--- src/rtl/alu_sequencer.sv ---
// Multi-cycle control FSM issuing ALU and register-bus controls for one 10-bit instruction at a time.
// Optional macro ALU_SEQ_ILLEGAL_TRAP_EN: illegal opcodes lock into TRAP until reset instead of acting as NOPs.
module alu_sequencer #(
  parameter int unsigned NREG = 8
) (
  input  logic            CLKb,
  input  logic            Resetn,
  input  logic            Start,
  input  logic [9:0]      INSTR,
  output logic            Busy,
  output logic            Done,
  output logic            Err,
  output logic [3:0]      FN,
  output logic            Ain,
  output logic            Gin,
  output logic            Gout,
  output logic [NREG-1:0] Rin,
  output logic [NREG-1:0] Rout,
  output logic            DinOut,
  output logic            QOut
);

  localparam logic [2:0] S_IDLE = 3'd0;
  localparam logic [2:0] S_T1   = 3'd1;
  localparam logic [2:0] S_T2   = 3'd2;
  localparam logic [2:0] S_T3   = 3'd3;
  localparam logic [2:0] S_T4   = 3'd4;
`ifdef ALU_SEQ_ILLEGAL_TRAP_EN
  localparam logic [2:0] S_TRAP = 3'd5;
`endif

  localparam logic [3:0] OP_LD = 4'b0000;
  localparam logic [3:0] OP_MV = 4'b0001;

  logic [2:0] state_q, state_d;
  logic [9:0] ir_q, ir_d;
  logic [3:0] op;
  logic [2:0] rx, ry;

  function automatic logic is_binary(input logic [3:0] opc);
    return (opc inside {4'b0010, 4'b0011, [4'b0110:4'b1011]});
  endfunction

  function automatic logic is_unary(input logic [3:0] opc);
    return (opc == 4'b0100) || (opc == 4'b0101);
  endfunction

  function automatic logic is_illegal(input logic [3:0] opc);
    return (opc[3:2] == 2'b11);
  endfunction

  function automatic logic [NREG-1:0] onehot(input logic [2:0] idx);
    logic [NREG-1:0] v;
    for (int unsigned i = 0; i < NREG; i++) v[i] = (i == 32'(idx));
    return v;
  endfunction

  assign op = ir_q[9:6];
  assign rx = ir_q[5:3];
  assign ry = ir_q[2:0];

  always_comb begin
    state_d = state_q;
    ir_d    = ir_q;
    case (state_q)
      S_IDLE: begin
        if (Start) begin
          ir_d = INSTR;
          // Unary ops skip operand-A load and start directly at T2.
          if (is_unary(INSTR[9:6])) state_d = S_T2;
`ifdef ALU_SEQ_ILLEGAL_TRAP_EN
          else if (is_illegal(INSTR[9:6])) state_d = S_TRAP;
`endif
          else state_d = S_T1;
        end
      end
      S_T1:    state_d = is_binary(op) ? S_T2 : S_IDLE;
      S_T2:    state_d = S_T3;
      S_T3:    state_d = S_T4;
      S_T4:    state_d = S_IDLE;
`ifdef ALU_SEQ_ILLEGAL_TRAP_EN
      S_TRAP:  state_d = S_TRAP;
`endif
      default: state_d = S_IDLE;
    endcase
  end

  always_ff @(posedge CLKb) begin
    if (!Resetn) begin
      state_q <= S_IDLE;
      ir_q    <= '0;
    end else begin
      state_q <= state_d;
      ir_q    <= ir_d;
    end
  end

  always_comb begin
    Busy   = (state_q != S_IDLE);
    FN     = Busy ? op : 4'b0000;
    Done   = 1'b0;
    Err    = 1'b0;
    Ain    = 1'b0;
    Gin    = 1'b0;
    Gout   = 1'b0;
    Rin    = '0;
    Rout   = '0;
    DinOut = 1'b0;
    QOut   = 1'b0;
    case (state_q)
      S_T1: begin
        if (op == OP_LD) begin
          DinOut = 1'b1;
          Rin    = onehot(rx);
          Done   = 1'b1;
        end else if (op == OP_MV) begin
          Rout = onehot(ry);
          Rin  = onehot(rx);
          Done = 1'b1;
        end else if (is_binary(op)) begin
          Rout = onehot(rx);
          Ain  = 1'b1;
        end else if (is_illegal(op)) begin
          Done = 1'b1;
          Err  = 1'b1;
        end
      end
      S_T2: begin
        Rout = onehot(ry);
        Gin  = 1'b1;
      end
      S_T3: Gout = 1'b1;
      S_T4: begin
        QOut = 1'b1;
        Rin  = onehot(rx);
        Done = 1'b1;
      end
`ifdef ALU_SEQ_ILLEGAL_TRAP_EN
      S_TRAP: Err = 1'b1;
`endif
      default: ;
    endcase
  end

endmodule

--- config.mk ---
export PLATFORM = sky130hd
export DESIGN_NAME = alu_sequencer
export DESIGN_NICKNAME = d
export VERILOG_FILES = /design/src/rtl/alu_sequencer.sv
export SDC_FILE = /design/constraint.sdc
export NUM_CORES = 1
export LEC_CHECK = 0
export ABC_AREA = 1
export CORE_MARGIN = 2
export CORE_UTILIZATION = 42
export CTS_BUF_LIST = sky130_fd_sc_hd__clkbuf_8
export DETAILED_ROUTE_END_ITERATION = 8
export PLACE_DENSITY_LB_ADDON = 0.05
export SYNTH_ARGS = -nofsm -noshare
export SYNTH_HDL_FRONTEND = slang
export SYNTH_SLANG_ARGS = --single-unit
--- constraint.sdc ---
create_clock -name CLKb -period 3.2 [get_ports CLKb]
set_input_delay 0.64 -clock CLKb [delete_from_list [all_inputs] [get_ports CLKb]]
set_output_delay 0.64 -clock CLKb [all_outputs]
set_load 0.01 [all_outputs]
* Yosys cells after proc, flatten, opt, wreduce, memory -nomap -nowiden
Index checks and enable logic that the tools add are counted.
Operators by class: reduce and logical (&&, ||, !) cells 9, multiplexer cells 29, $lt $le $gt $ge 2, eq/ne operators 25
Operators with widths (number):
- $mux 8 | 5
- $pmux 8 s2 | 2
- $eq 3x3->1 const A | 8
- $mux 1 | 16
- $eq 2x3->1 const A | 4
- $pmux 3 s4 | 1
- $logic_not 3->1 | 3
- $eq 4x2->1 const B | 2
- $eq 4x3->1 const B | 2
- $eq 1x3->1 const A | 2
- $eq 3x2->1 const B | 2
- $reduce_bool 3->1 | 2
- $eq 4x1->1 const B | 1
- $ge 4x3->1 const B | 1
- $le 4x4->1 const B | 1
- $logic_not 4->1 | 1
- $mux 2 | 2
- $mux 4 | 1
- $eq 3x1->1 const B | 1
- $eq 3x3->1 const B | 1
- $mux 3 | 1
- $eq 2x2->1 const B | 1
- $ne 2x2->1 const B | 1
- $pmux 1 s2 | 1
- 3 further kinds | 3
Storage, ports and cells: output and inout bits 28, flip-flop bits (word level) 13, word-level logic and storage cells 67

* Logic depth before layout (Yosys ltp)
depth in word-level cells 7, depth in mapped cells 7, mapped depth without buffers 7

* Worst setup path after synthesis
No wires, ideal clock.
kind register -> output, start reg state_q[2], end out Rin[1], buffers on the path 0, stages on the path, launching flop included 6, arrival 1000 ps, path slack 1560 ps, required time 2560 ps, cells stage by stage dfxtp_1 -> inv_2 -> nand3_4 -> nor2_4 -> nor2_8 -> nor2_1
Between the ends: longest elaborated chain between the ends 2
Ends and longest elaborated chain:
- start: declaration | RTL line 35 | logic [2:0] state_q, state_d;
- start signal: assignment | RTL line 93 | state_q <= state_d;
- $eq 3x3->1 / $eq 3x1->1 (equally long branches) | RTL line 110 | case (state_q)
- $pmux 8 s2 (*) | RTL line 110
- end: declaration | RTL line 17 | output logic [NREG-1:0] Rin,
Every way passes the cells marked *; elsewhere a longest branch is shown, timed or not.

* Final worst setup path
start reg ir_q[8], end out Rout[4]
Between the ends: longest elaborated chain between the ends 7
Ends and longest elaborated chain:
- start: declaration | RTL line 36 | logic [9:0] ir_q, ir_d;
- start signal: assignment | RTL line 94 | ir_q <= ir_d;
- $ge 4x3->1 / $le 4x4->1 (equally long branches) | RTL line 41 | return (opc inside {4'b0010, 4'b0011, [4'b0110:4'b1011]});
- $logic_and 1x1->1 | RTL line 41
- $reduce_bool 3->1 | RTL line 41
- $mux 8 | RTL line 120 | end else if (is_binary(op)) begin
- $mux 8 | RTL line 116 | end else if (op == OP_MV) begin
- $mux 8 (*) | RTL line 112 | if (op == OP_LD) begin
- $pmux 8 s2 (*) | RTL line 110
- end: declaration | RTL line 18 | output logic [NREG-1:0] Rout,
Marked as above.

==> metrics.md <==
| Metric | Value |
|---|---|
| Outcome | complete, no violations |
| Post-CTS sizing | 0 |
| Grt peak-use layer | met2 |
| Initial drt markers | 8 |
| GR Util met2 | between 30 and 40% |
| Nets@finish | about 250 |
| First-pass GRT wire length | about 4300 microns |
| Simple-Gate Fraction of Synth Area | between 50 and 60% |
| Tmin final | 2.53 ns |
| Vias post-DR | 1210 |
| Clock Latency Late Sink | between 0.2 and 0.25 ns |
| Psw | about 0.0002 W |
| Worst Max-Slew Pin Slew | ~0.48 ns |
| Post-Syn Instances | 189 |
| Number of distinct library cells after synthesis | 22 |
| Placeable Area | roughly 2400 sq um |
| Setup TNS | 0 ns |
| CTS max path bufs | 2 |
| Total power | ~0.00055 W |
| Diodes inserted | 0 |
| CTS buffer count | 3 |
| Int Power | about 0.00035 W |
| Post-Synth Adder-Cell Area | 0% |
| Worst slew margin | 68.1% |
| Tcrit/Tclk final | approximately four fifths |
| Initial core utilization | a little over two fifths |
| Wire per inst | 10.1 microns |
| Post-route cell area | approximately 1500 sq um |
| LEAKAGE | approximately 0.7 nW |
| Port-buffer cells | 40 |
| Switching Fraction | about 36% |
| Setup bufs post-CTS | 0 |
| Clock power share | between 20 and 30% |
| Number of synthesized flops with an enable pin | 0 |
| Peak VDD IR | ~0.33 mV |
| Global route overflow | 0 |
| Largest net degree at the start of global routing | 13 |
| Top FF cell, synth | dfxtp_1 |
| Avg Vias per Cell | roughly 4.6 |
| Mean Syn Cell Area | between 5 and 6 sq um |
| Chip Height | 53.9 microns |
| Final setup fails | 0 |
| Die width | ~54 microns |
| XOR/XNOR share of the synthesized area | 0% |
| Routed WL | about 2700 microns |
| Synthesized flop and latch total | 13 |
| Hold Crit Class | reg2reg |
| Largest family of logic cells by synthesized area | simple AND/OR/NAND/NOR gates |
| Vias in the first global route | a little over 1000 |
| Remaining antenna violation count after routing | 0 |
| Clock root buffer master | clkbuf_8 |
| Clock tree from TritonCTS | done |
| CP Class | reg2out |
| Clk_skew | 0.00373 ns |
| CP required | between 2 and 3 ns |
| Hold bufs inserted after CTS | 0 |
| I/O pin cnt | between 40 and 50 |
| Post-synth ARST share | 0% |
| H-tree levels | 1 |
| Fmax | approximately 400 MHz |
| Seq pwr share | a little under two fifths |
| Drt pass-1 iters | 4 |
| Multiplexer area fraction after synthesis | 0% |
| Initial antenna violation count | 0 |
| Placed Area | 1480 sq um |
| FILL cells | 242 |
| Combinational power share | between 30% and 40% |
| Max-Cap Viols | 0 |
| Final Hold Fails | 0 |
| PwrDens | about 360 nW/um^2 |
| Seq/Total Area, Yosys | 24.9% |
| Mapped Area | between 1000 and 1500 sq um |
| Syn nets | between 200 and 250 |
| Final HPWL DP | between 2000 and 2500 microns |
| Die Footprint | ~2900 sq um |
| Area grow syn2layout | 45.8% |
| Yosys warning total | 0 |
| Met1 usage | a little over a quarter |
| Core Rows | 18 |
| Met3 Use GR | 4.72% |
| Clock sinks | 13 |
| Clock transition at path regs | 0.05 ns |
| Critical path arrival | ~1.9 ns |
| Layout cells sized above 1 | a little under a tenth |
| Worst setup SP type | flop |
| Routability Congestion | around 0.86 |
| Max Slew Vio Count | 0 |
| Residual DRC | 0 |
| Area fraction in compound gates after synthesis | about 6.8% |
| Nature of the critical path endpoint | primary output |
| Unrepaired setup endpoints after global routing | no |
| GRT Util Overall | about a fifth |
| Crit Path Max Fanout | 8 |
[final cells by class]
| cell class | instances | area [sq um] | share of cell area, % |
|---|---|---|---|
| Multi-Input combinational cell | 145 | 662 | 43.4 |
| Timing Repair Buffer | 41 | 408 | 26.7 |
| Sequential cell | 13 | 260 | 17.0 |
| Inverter | 29 | 114 | 7.46 |
| Clock buffer | 3 | 41.3 | 2.70 |
| Tap cell | 30 | 37.5 | 2.46 |
| Clock inverter | 1 | 3.75 | 0.246 |
[metal layers]
layer,wire length (microns),part of all wire [%]
met4,10,0.38
met5,0,0
met3,170,6.4
met2,1260,47
met1,1220,46
[power by group through the flow]
stage	sequential [W]	combinational, W	clock, W
CTS	0.000201	0.000210	0.000144
detailed placement	0.000204	0.000208	0
global route	0.000205	0.000234	0.000154
global placement	0.000204	0.000206	0
floorplan	0.000199	0.000135	0
finish	0.000202	0.000207	0.000140
[through the flow]
step	utilization (%)	setup slack [ns]	cells	hold slack, ns
global route	63.3	0.458	262	0.565
detailed placement	61.5	0.908	258	0.517
global placement	61.5	0.942	258	0.515
floorplan	-	1.56	189	0.488
finish	63.3	0.665	262	0.528
CTS	63.3	0.642	262	0.531
[cells by family (layout without fill, tap and decap cells)]
| logic type | Yosys count | in the layout |
|---|---|---|
| AO/OA/AOI/OAI | 13 | 13 |
| buffers and inverters | 31 | 74 |
| flip-flops | 13 | 13 |
| AND/OR/NAND/NOR | 132 | 132 |
[worst max-delay path, stage by stage, from the launching register on]
cell and delay [ns]:
dfxtp_1 0.32, inv_1 0.09, nand2_1 0.06, nor2_1 0.37
nand2_1 0.11, nand2_1 0.07, nand2_1 0.04, nand2_1 0.06
clkdlybuf4s50_1 0.53
[placed cells by master, fill, tap and decap left out]
cell	n
buf_4	1
nor2_1	48
o21ai_1	1
nor4_1	1
nand2_2	3
nand3_4	1
nand3_1	1
dfxtp_1	13
inv_1	27
nor3_1	7
nand2_4	1
inv_6	1
nor2_4	4
nor2_2	3
inv_2	2
o21ai_2	1
a21oi_1	1
nor2_8	1
o21a_1	1
clkdlybuf4s50_1	40
o21ai_0	9
clkbuf_8	3
nand2_1	62
[sequential cells by signal, summed over array words and instances, names as in the netlist]
signal / count
ir_q: 10
state_q: 3
[path summary, 6_finish.rpt]
check                                 from         end  cells past startpoint  slack [ns]
worst max-delay path               ir_q[8]     Rout[4]                      8        0.67
worst min-delay path            state_q[1]  state_q[2]                      2        0.53
worst max register to register  state_q[0]     ir_q[0]                      6        2.03
worst min register to register  state_q[1]  state_q[2]                      2        0.53
[Yosys cell counts (2+ instances only)]
| master | n | area share (%) |
|---|---|---|
| o21ai_0 | 9 | 4.3 |
| nor3_1 | 7 | 3.3 |
| nand2_1 | 62 | 22 |
| inv_2 | 2 | 0.72 |
| nor2_1 | 48 | 17 |
| nor2_4 | 4 | 4.3 |
| dfxtp_1 | 13 | 25 |
| nor2_2 | 3 | 1.8 |
| inv_1 | 26 | 9.3 |
| nand2_2 | 3 | 1.8 |
Power figures use the tool's default switching activity.
